==> config.mk <==
export PLATFORM = sky130hd
export DESIGN_NAME = multicycle_controller
export DESIGN_NICKNAME = d
export VERILOG_FILES = /design/src/rtl/multicycle_controller.sv
export SDC_FILE = /design/constraint.sdc
export NUM_CORES = 1
export LEC_CHECK = 0
export CORE_MARGIN = 2
export CORE_UTILIZATION = 45
export DETAILED_ROUTE_END_ITERATION = 8
export PLACE_DENSITY = 0.75
export SYNTH_ARGS = -nofsm -noshare
export SYNTH_HDL_FRONTEND = slang
export SYNTH_SLANG_ARGS = --single-unit
export TNS_END_PERCENT = 10
==> constraint.sdc <==
create_clock -name clk -period 2.8 [get_ports clk]
set_input_delay 0.56 -clock clk [delete_from_list [all_inputs] [get_ports clk]]
set_output_delay 0.56 -clock clk [all_outputs]
set_load 0.01 [all_outputs]
==> src/rtl/multicycle_controller.sv <==
// Moore main controller for the RV32I multicycle core.
// Sequences fetch/decode/execute/memory/writeback, stalls on mem_ready, traps illegal opcodes.
module multicycle_controller #(
  parameter int MEM_WAIT        = 1,
  parameter int HALT_ON_ILLEGAL = 1,
  parameter int CNT_W           = 32
) (
  input  logic             clk,
  input  logic             rst_n,
  input  logic [6:0]       opcode,
  input  logic             mem_ready,
  output logic             pc_write,
  output logic             ir_write,
  output logic             branch,
  output logic             mem_read,
  output logic             mem_write,
  output logic [1:0]       alu_src_a,
  output logic [1:0]       alu_src_b,
  output logic [1:0]       alu_op,
  output logic [1:0]       result_src,
  output logic             reg_write,
  output logic             illegal,
  output logic             retire,
  output logic [CNT_W-1:0] retire_cnt,
  output logic [3:0]       state
);

  typedef enum logic [3:0] {
    S_BOOT     = 4'd0,
    S_FETCH    = 4'd1,
    S_DECODE   = 4'd2,
    S_MEM_ADDR = 4'd3,
    S_MEM_RD   = 4'd4,
    S_MEM_WB   = 4'd5,
    S_MEM_WR   = 4'd6,
    S_EXEC_R   = 4'd7,
    S_EXEC_I   = 4'd8,
    S_ALU_WB   = 4'd9,
    S_BRANCH   = 4'd10,
    S_JAL      = 4'd11,
    S_TRAP     = 4'd12
  } state_t;

  localparam logic [6:0] OP_R   = 7'b0110011;
  localparam logic [6:0] OP_I   = 7'b0010011;
  localparam logic [6:0] OP_LD  = 7'b0000011;
  localparam logic [6:0] OP_ST  = 7'b0100011;
  localparam logic [6:0] OP_BR  = 7'b1100011;
  localparam logic [6:0] OP_JAL = 7'b1101111;

  localparam bit P_WAIT = (MEM_WAIT != 0);
  localparam bit P_HALT = (HALT_ON_ILLEGAL != 0);

  state_t           r_state;
  state_t           w_next;
  state_t           w_dec;
  logic [CNT_W-1:0] r_cnt;
  logic             w_rdy;
  logic             w_is_r;
  logic             w_is_i;
  logic             w_is_ld;
  logic             w_is_st;
  logic             w_is_br;
  logic             w_is_jal;

  assign w_rdy    = P_WAIT ? mem_ready : 1'b1;
  assign w_is_r   = (opcode == OP_R);
  assign w_is_i   = (opcode == OP_I);
  assign w_is_ld  = (opcode == OP_LD);
  assign w_is_st  = (opcode == OP_ST);
  assign w_is_br  = (opcode == OP_BR);
  assign w_is_jal = (opcode == OP_JAL);

  always_comb begin
    w_dec = S_TRAP;
    unique case (1'b1)
      w_is_r:             w_dec = S_EXEC_R;
      w_is_i:             w_dec = S_EXEC_I;
      w_is_ld, w_is_st:   w_dec = S_MEM_ADDR;
      w_is_br:            w_dec = S_BRANCH;
      w_is_jal:           w_dec = S_JAL;
      default:            w_dec = S_TRAP;
    endcase
  end

  always_ff @(posedge clk or negedge rst_n) begin
    if (!rst_n) begin
      r_state <= S_BOOT;
    end else begin
      r_state <= w_next;
    end
  end

  always_comb begin
    w_next     = r_state;
    pc_write   = 1'b0;
    ir_write   = 1'b0;
    branch     = 1'b0;
    mem_read   = 1'b0;
    mem_write  = 1'b0;
    alu_src_a  = 2'b00;
    alu_src_b  = 2'b00;
    alu_op     = 2'b00;
    result_src = 2'b00;
    reg_write  = 1'b0;
    illegal    = 1'b0;
    retire     = 1'b0;
    unique case (r_state)
      S_BOOT: begin
        w_next = S_FETCH;
      end
      S_FETCH: begin
        mem_read   = 1'b1;
        alu_src_b  = 2'b10;
        result_src = 2'b10;
        pc_write   = w_rdy;
        ir_write   = w_rdy;
        if (w_rdy) w_next = S_DECODE;
      end
      S_DECODE: begin
        alu_src_a = 2'b01;
        alu_src_b = 2'b01;
        w_next    = w_dec;
      end
      S_MEM_ADDR: begin
        alu_src_a = 2'b10;
        alu_src_b = 2'b01;
        w_next    = w_is_ld ? S_MEM_RD : S_MEM_WR;
      end
      S_MEM_RD: begin
        mem_read = 1'b1;
        if (w_rdy) w_next = S_MEM_WB;
      end
      S_MEM_WB: begin
        result_src = 2'b01;
        reg_write  = 1'b1;
        retire     = 1'b1;
        w_next     = S_FETCH;
      end
      S_MEM_WR: begin
        mem_write = 1'b1;
        retire    = w_rdy;
        if (w_rdy) w_next = S_FETCH;
      end
      S_EXEC_R: begin
        alu_src_a = 2'b10;
        alu_op    = 2'b10;
        w_next    = S_ALU_WB;
      end
      S_EXEC_I: begin
        alu_src_a = 2'b10;
        alu_src_b = 2'b01;
        alu_op    = 2'b10;
        w_next    = S_ALU_WB;
      end
      S_ALU_WB: begin
        reg_write = 1'b1;
        retire    = 1'b1;
        w_next    = S_FETCH;
      end
      S_BRANCH: begin
        alu_src_a = 2'b10;
        alu_op    = 2'b01;
        branch    = 1'b1;
        retire    = 1'b1;
        w_next    = S_FETCH;
      end
      S_JAL: begin
        alu_src_a = 2'b01;
        alu_src_b = 2'b10;
        pc_write  = 1'b1;
        w_next    = S_ALU_WB;
      end
      S_TRAP: begin
        illegal = 1'b1;
        w_next  = P_HALT ? S_TRAP : S_FETCH;
      end
      default: begin
        w_next = S_TRAP;
      end
    endcase
  end

  always_ff @(posedge clk or negedge rst_n) begin
    if (!rst_n) begin
      r_cnt <= '0;
    end else if (retire) begin
      r_cnt <= r_cnt + 1'b1;
    end
  end

  assign retire_cnt = r_cnt;
  assign state      = r_state;

endmodule

# Yosys cells after proc, flatten, opt, wreduce, memory -nomap -nowiden
# Index checks and enable logic that the tools add are counted.
# totals
regBits,36
latch_bits,0
ramBits,0
romBits,0
input_bits,10
output_inout_bits,52
memories,0
# classes
n_addsub,1
multipliers,0
div,0
order_cmp,0
eq_ne,21
shift,0
muxes,18
bitwise,0
reduce_logical,13
# ops
operator,count
"32-bit by 1-bit adder with 32-bit output, second input constant",1
4-bit one-hot mux with 7 select lines,1
"4-bit equality test, second input constant",5
4-bit one-hot mux with 5 select lines,1
"4-bit by 3-bit equality test with 1-bit output, second input constant",4
2-bit one-hot mux with 2 select lines,4
"7-bit by 6-bit equality test with 1-bit output, second input constant",2
"7-bit equality test, second input constant",2
4-bit 2-to-1 mux,3
2-bit OR reduction,6
3-bit OR reduction,3
"4-bit by 2-bit equality test with 1-bit output, second input constant",2
4-bit OR reduction,2
"7-bit by 2-bit equality test with 1-bit output, second input constant",1
"7-bit by 5-bit equality test with 1-bit output, second input constant",1
1-bit 2-to-1 mux,6
"2-bit inequality test, second input constant",3
"4-bit by 1-bit equality test with 1-bit output, second input constant",1
4-bit logical NOT,1
1-bit one-hot mux with 2 select lines,2
3-bit AND reduction,1
2-bit 2-to-1 mux,1

# Depth between registers and ports, before layout
# Gate-level depths: netlist of the first run.
# logic_depth
word_depth,4
depth_mapped,7
depth_no_buf,6

# Least setup slack after synthesis of the first run
# No wires, ideal clock.
# synth_path
kind,register -> output
from,register r_state[3] (netlist: state[3])
to,output pc_write
t_arrival_ps,1424
required_ps,2240
path_slack_ps,816
path_stages_with_launch,5
n_path_buf,1
path_cell_list,dfrtp_1 > clkbuf_1 > or2_2 > or2_2 > a21oi_1
# synth_via
elab_chain_cells,2
# synth_lines
element,line,rtl
"start, declared",54,state_t r_state;
"start signal, assigned",90,r_state <= w_next;
4-bit equality test / 4-bit by 1-bit equality test with 1-bit output (equally long branches),108,unique case (r_state)
1-bit one-hot mux with 2 select lines *,108,
"end, declared",12,"output logic pc_write,"
# Mark *: on every way between the ends. The rest lies on a longest branch, timed or not.

# Final worst setup path of the first run
# layout_path
from,input mem_ready
to,output retire
# layout_via
elab_chain_cells,1
# layout_lines
element,line,rtl
"start, declared",11,"input logic mem_ready,"
1-bit one-hot mux with 2 select lines,108,
"end, declared",23,"output logic retire,"
# Every way passes these cells.

==> summary.txt, run 1 <==
Global route
  • Vias in the first global route: 1646
  • GRT overflow: 0
  • Largest net degree at the start of global routing: 37
  • Initial antenna violation count: 0
  • GRT Util Overall: 17.61%
  • First-pass GRT wire length: 7.148 mm

Worst setup path
  • Reg-to-reg startpoint: state[1]
  • Setup crit start kind: input port
  • Crit. End Element: output port
  • R2r setup slk: 660 ps
  • Capturing point of the worst reg2reg path: retire_cnt[28]
  • Required time of the critical path: 2240 ps
  • R2R cell count: 6
  • CP arrival: about 2200 ps
  • Crit path max fanout: 4
  • Setup CP Type: in2out
  • Critical Path Source: mem_ready

Final layout
  • Non-Filler Instances: 328
  • Nets: around 290
  • Area grow syn2layout: 38.25%
  • ANT cells: 0
  • Final core occ: 63.93%
  • Share of cells above drive strength 1: under 10%

Logic synthesis
  • Yosys reg bits: 36
  • Synth Area per Inst: ~9.4 µm²
  • Post-synth EDFFs: 0
  • Top cell type's share of synthesized area: 45.37%
  • Seq/Total Area, Yosys: a little under half
  • Synth Net Count: 223
  • Library cells used by synthesis: 30
  • Synth Flop Type: dfrtp_1
  • Synth area leaders: dfrtp_1 45%, xnor2_1 11%, nand4_1 4.7%
  • Area leader, netlist: dfrtp_1
  • Post-synthesis instance total: 212
  • YS warnings: 0
  • Share of flip-flops with an asynchronous set or reset: 100.0%
  • Synthesized cell area: 0.001986 mm²

STA
  • FMAX: between 300 and 400 MHz
  • Rel. slew slack: 69.99%
  • RSZ-0062 raised after global routing: no
  • Final worst-path cycle share: 96.72%
  • Slew @ Worst Pin: 438.8 ps
  • Worst hold slack: between 400 and 500 ps
  • Setup Viol. Count Final: 0
  • Post-route minimum period: 2708 ps
  • Setup Total Neg Slack: 0 ps
  • Final hold violation count: 0
  • Clk_skew: 10.53 ps
  • Max Slew Vio Count: 0

Min path
  • HP Start: retire_cnt[31]
  • Hold Crit Class: reg2reg
  • Worst hold path stage count: 1
  • Hold EP: retire_cnt[31]

Placed design
  • Placer congestion estimate: 0.7890
  • Placed Cells incl. Taps: 320
  • DPL Wire Length: between 3 and 4 mm
  • IO buf count: 61

Run
  • Max Cap Viol: 0

Detailed routing
  • Wire length per cell: 13.16 µm
  • # DRC: 0
  • Remaining antenna violation count: 0
  • Routed vias/inst: 5.253
  • DRT iter0 DRCs: 81
  • Pre-antenna DRT Iters: 5
  • Routed wire length: 4.318 mm
  • Vias after detailed routing: 1723

Clock tree
  • H-Tree Depth: 2
  • CTS tree: built
  • Worst skew pair latency: 280 ps
  • Clock slew at reported path FFs: 70 ps
  • Root buf cell: clkbuf_8
  • Clock buffer depth: 2
  • Num CTS Buffers: 5
  • Hold_buf cts: 0
  • Clock sinks: 36

Floorplanning
  • Die width: roughly 70 µm
  • Core ar.: 0.004294 mm²
  • DIE AREA: 0.004960 mm²
  • Initial Utilization: 46.24%
  • Site Rows: 24
  • I/O Pins: 62
  • Die Y: 70.43 µm

Power and ir drop
  • Worst vdd ir: 449.0 µV
  • Final Power: 1.948 mW
  • Leakage: about 1.2 nW
  • Cell Pwr Density: between 700 and 800 mW/mm²

Status
  • Status: finished, final reports clean
report_power, final:
part | switching (mW) | internal (mW)
sequential | 0.112 | 0.582
combinational | 0.404 | 0.473
clock | 0.177 | 0.200
total | 0.693 | 1.25
what timing repair did:
action,in CTS,in global routing
setup buffers,0,0
gates resized for setup,0,3
setup endpoints to repair,0,1
cell usage in the layout (no fill, tap or decap), types with 2 or more instances in the layout:
cell,n
clkbuf_8,6
mux2i_1,2
nor4_1,3
nand2b_1,7
inv_1,6
a21oi_1,7
a211oi_1,2
nand3_1,9
nand4_1,15
o21ai_0,5
and3_1,10
or2_2,5
xnor2_1,24
nand2_1,21
and2_1,3
dfrtp_2,2
dfrtp_1,34
nor3_1,5
nor2_1,20
xor2_1,10
buf_4,6
o31ai_1,2
clkdlybuf4s50_1,60
Yosys cell counts, drive strengths merged, types with 2 or more instances:
cell type / instances
a211oi: 2
a21oi: 7
and2: 3
and3: 10
buf: 5
clkbuf: 6
dfrtp: 36
inv: 6
mux2i: 2
nand2: 21
nand2b: 7
nand3: 9
nand4: 15
nor2: 20
nor3: 5
nor4: 3
o21ai: 5
o31ai: 2
or2: 5
xnor2: 24
xor2: 10
per-layer routing:
metal / track usage [%] / part of all wire (%) / wire [µm]
met1: 22.00 / 45 / 1958
met2: 30.71 / 49 / 2117
met3: 3.896 / 5.0 / 214
met4: 4.487 / 0.65 / 28
met5: 0 / 0 / 0
registers in the layout (all words and copies together), names as in the netlist:
register	cells
retire_cnt	32
state	4
per-stage QoR:
stage	cell area [µm²]	setup slack, ps
global placement	2646	105.4
finish	2745	91.97
global route	2745	38.28
detailed placement	2646	85.38
CTS	2740	86.17
floorplan	1986	816.0
critical path, stage by stage:
cell and delay [ps]:
clkdlybuf4s50_1 520, inv_1 90, buf_4 150, a311oi_4 230, clkdlybuf4s50_1 590
worst max-delay path by stage:
stage | endpoint | slack (ps) | cells past startpoint
floorplan | pc_write | 820 | 4
finish | retire | 90 | 5
global placement | retire | 110 | 5
CTS | pc_write | 90 | 4
detailed placement | retire | 90 | 5
global route | retire | 40 | 5
cell type report:
type / instances / area [µm²]
Timing Repair Buffer: 67 / 658.1
Tap cell: 52 / 65.06
Clock inverter: 1 / 7.507
Multi-Input combinational cell: 159 / 1002
Inverter: 6 / 22.52
Clock buffer: 7 / 86.33
Fill cell: 406 / 1549
Sequential cell: 36 / 903.4
cell families after synthesis:
family | count (synthesis) | share of synthesized area, %
simple gates | 100 | 25.90
flops | 36 | 45.37
compound gates | 21 | 7.372
mux | 3 | 1.575
buf+inv | 17 | 4.159
xor+xnor | 34 | 15.00
fa+ha+maj | 1 | 0.6300
(Power assumes the default switching activity.)
==> inputs of run 2 (changes only) <==
--- a/config.mk
+++ b/config.mk
@@ -8,7 +8,7 @@
 export CORE_MARGIN = 2
 export CORE_UTILIZATION = 45
 export DETAILED_ROUTE_END_ITERATION = 8
-export PLACE_DENSITY = 0.75
+export PLACE_DENSITY = 0.78
 export SYNTH_ARGS = -nofsm -noshare
 export SYNTH_HDL_FRONTEND = slang
 export SYNTH_SLANG_ARGS = --single-unit
==> summary.txt, run 2 (synthesized netlist as in run 1, its figures left out) <==
Worst setup path
  • Capturing point of the worst reg2reg path: retire_cnt[24]
  • Crit. End Element: output port
  • R2r setup slk: 620 ps (-40 ps)
  • Required time of the critical path: 2240 ps (about the same)
  • R2R cell count: 6 (unchanged)
  • Setup CP Type: in2out
  • Reg-to-reg startpoint: state[1]
  • Setup crit start kind: input port
  • Crit path max fanout: 4 (unchanged)
  • CP arrival: 2170 ps (+20 ps)

Final layout
  • ANT cells: 0 (unchanged)
  • Fillers: 385 (-5.2%)
  • Number of flip-flops under the largest register name: 32 (unchanged)
  • Final core occ: 63.46% (-0.47 points)
  • Most frequent cells in the layout: 61 x clkdlybuf4s50_1, 35 x dfrtp_1, 24 x xnor2_1
  • Most common cell after layout, fill and taps aside: clkdlybuf4s50_1
  • Nets: 286 (unchanged)
  • Area grow syn2layout: 37.24%
  • Share of cells above drive strength 1: 7.636% (-0.70 points)

Detailed routing
  • Wire length per cell: 13.60 µm (+3.3%)
  • Met2 wire length: 2.172 mm (+2.6%)
  • Vias after detailed routing: 1738 (+0.87%)
  • Routed wire length: 4.448 mm (+3.0%)
  • Remaining antenna violation count: 0 (unchanged)
  • DRT iter0 DRCs: 127 (+57%)
  • DR top layer: met4
  • # DRC: 0 (unchanged)
  • Routed length on met1: 1.944 mm (-0.72%)
  • Pre-antenna DRT Iters: 4 (-1)
  • Metal3 WL: 260 µm (+21%)
  • Routed vias/inst: 5.315 (+1.2%)

STA
  • Post-route minimum period: 2731 ps (+22.54 ps)
  • Final worst-path cycle share: 97.52% (+0.81 points)
  • RSZ-0062 raised after global routing: no
  • FMAX: 366.2 MHz (-0.83%)
  • Max Slew Vio Count: 0 (unchanged)
  • Clk_skew: 9.174 ps (-1.358 ps)
  • Slew @ Worst Pin: 436.8 ps (-1.987 ps)
  • Final hold violation count: 0 (unchanged)
  • Setup Total Neg Slack: 0 ps (unchanged)
  • Setup Viol. Count Final: 0 (unchanged)
  • Rel. slew slack: 70.13% (+0.14 points)

Run
  • Max Cap Viol: 0 (unchanged)

Min path
  • HP Start: retire_cnt[31]
  • Hold Crit Class: reg2reg
  • Hold EP: retire_cnt[31]
  • Worst hold path stage count: 1 (unchanged)

Floorplanning
  • Die Y: 70.43 µm (unchanged)
  • Core ar.: 0.004294 mm² (unchanged)
  • Site Rows: 24 (unchanged)
  • I/O Pins: 62 (unchanged)
  • Die width: 70.43 µm (unchanged)
  • DIE AREA: 0.004960 mm² (unchanged)
  • Initial Utilization: 46.24% (unchanged)

Clock tree
  • Hold_buf cts: 0 (unchanged)
  • CTS tree: built
  • Clock buffer depth: 2 (unchanged)
  • Num CTS Buffers: 5 (unchanged)
  • Clock sinks: 36 (unchanged)
  • H-Tree Depth: 2 (unchanged)
  • Root buf cell: clkbuf_8
  • Worst skew pair latency: 290 ps (about the same)
  • Clock slew at reported path FFs: 70 ps (about the same)

Power and ir drop
  • Comb power frac: 45.8% (+0.8 points)
  • Leakage: 1.147 nW (-1.5%)
  • Cell Pwr Density: 703.2 mW/mm² (-0.91%)
  • Internal: 1.223 mW (-2.5%)
  • Flop pwr share: 36.1% (+0.5 points)
  • Worst vdd ir: 408.5 µV (-9.0%)
  • Clk pwr share: 18.1% (-1.2 points)
  • P_sw: 0.6930 mW (about the same)
  • Sw frac: 36.16% (+0.58 points)

Placed design
  • Placer congestion estimate: 0.8371 (+6.1%)
  • DPL Wire Length: 3.280 mm (+1.9%)
  • IO buf count: 61 (unchanged)

Global route
  • Largest net degree at the start of global routing: 37 (unchanged)
  • Vias in the first global route: 1580 (-4.0%)
  • Initial antenna violation count: 0 (unchanged)
  • First-pass GRT wire length: 7.341 mm (+2.7%)
  • GRT overflow: 0 (unchanged)
  • GRT Util Overall: 18.49% (+0.88 points)

Status
  • Status: finished, final reports clean
run 2: cell count changes in the layout (fill, tap and decap cells not counted):
cell             delta
clkinv_2            +1
dfrtp_1             +1
dlymetal6s2s_1      -1
clkinvlp_4          -1
dfrtp_2             -1
clkdlybuf4s50_1     +1
clkbuf_8            -1
run 2: layer usage:
layer  vias to the layer above  GRT usage, %
met4                         0         7.051
li1                        852             -
met3                         7         4.040
met1                       821         23.64
met5                         -             0
met2                        58         30.50
run 2: timing repair:
action	in CTS	in global routing
buffers inserted	0	0
endpoints found under the setup margin	0	1
gates resized for setup	0	1
run 2: worst max path at each step:
| stage | end | cells past startpoint | from |
|---|---|---|---|
| 3_5_place_dp | pc_write | 5 | mem_ready |
| 3_3_place_gp | retire | 5 | mem_ready |
| 4_1_cts | pc_write | 4 | state[1] |
| 6_report | pc_write | 5 | mem_ready |
| 2_1_floorplan | pc_write | 4 | state[3] |
| 5_1_grt | pc_write | 4 | state[1] |
run 2: per-stage QoR:
stage	cell area [µm²]	hold WS [ps]	setup slack [ps]	total power, mW	cells
after floorplan	1986	264.4	816.0	1.164	212
final	2725	488.2	69.43	1.916	327
after global placement	2646	460.1	89.58	1.571	320
after CTS	2724	495.0	72.04	1.929	327
after global routing	2725	508.3	9.735	2.033	327
after detailed placement	2646	479.4	77.20	1.578	320
run 2: cell type report:
type / instances / area [µm²] / area share [%]
well taps: 52 / 65.06 / 2.388
clock inverters: 1 / 5.005 / 0.1837
multi-input cells: 159 / 1002 / 36.78
inverters: 6 / 22.52 / 0.8264
clock buffers: 6 / 72.57 / 2.663
flip-flops and latches: 36 / 902.1 / 33.10
repair buffers: 67 / 655.6 / 24.06
run 2: critical path: stages:
cell and delay [ps]:
clkdlybuf4s50_1 530, inv_1 70, or2_2 290, a21oi_1 160
clkdlybuf4s50_1 570
run 2: power by group through the flow:
stage                     clock network [mW]  registers, mW  logic [mW]
after detailed placement                   0          0.697       0.882
after CTS                              0.355          0.689       0.885
final                                  0.347          0.692       0.878
after global placement                     0          0.698       0.872
after floorplan                            0          0.669       0.495
after global routing                   0.372          0.706       0.955
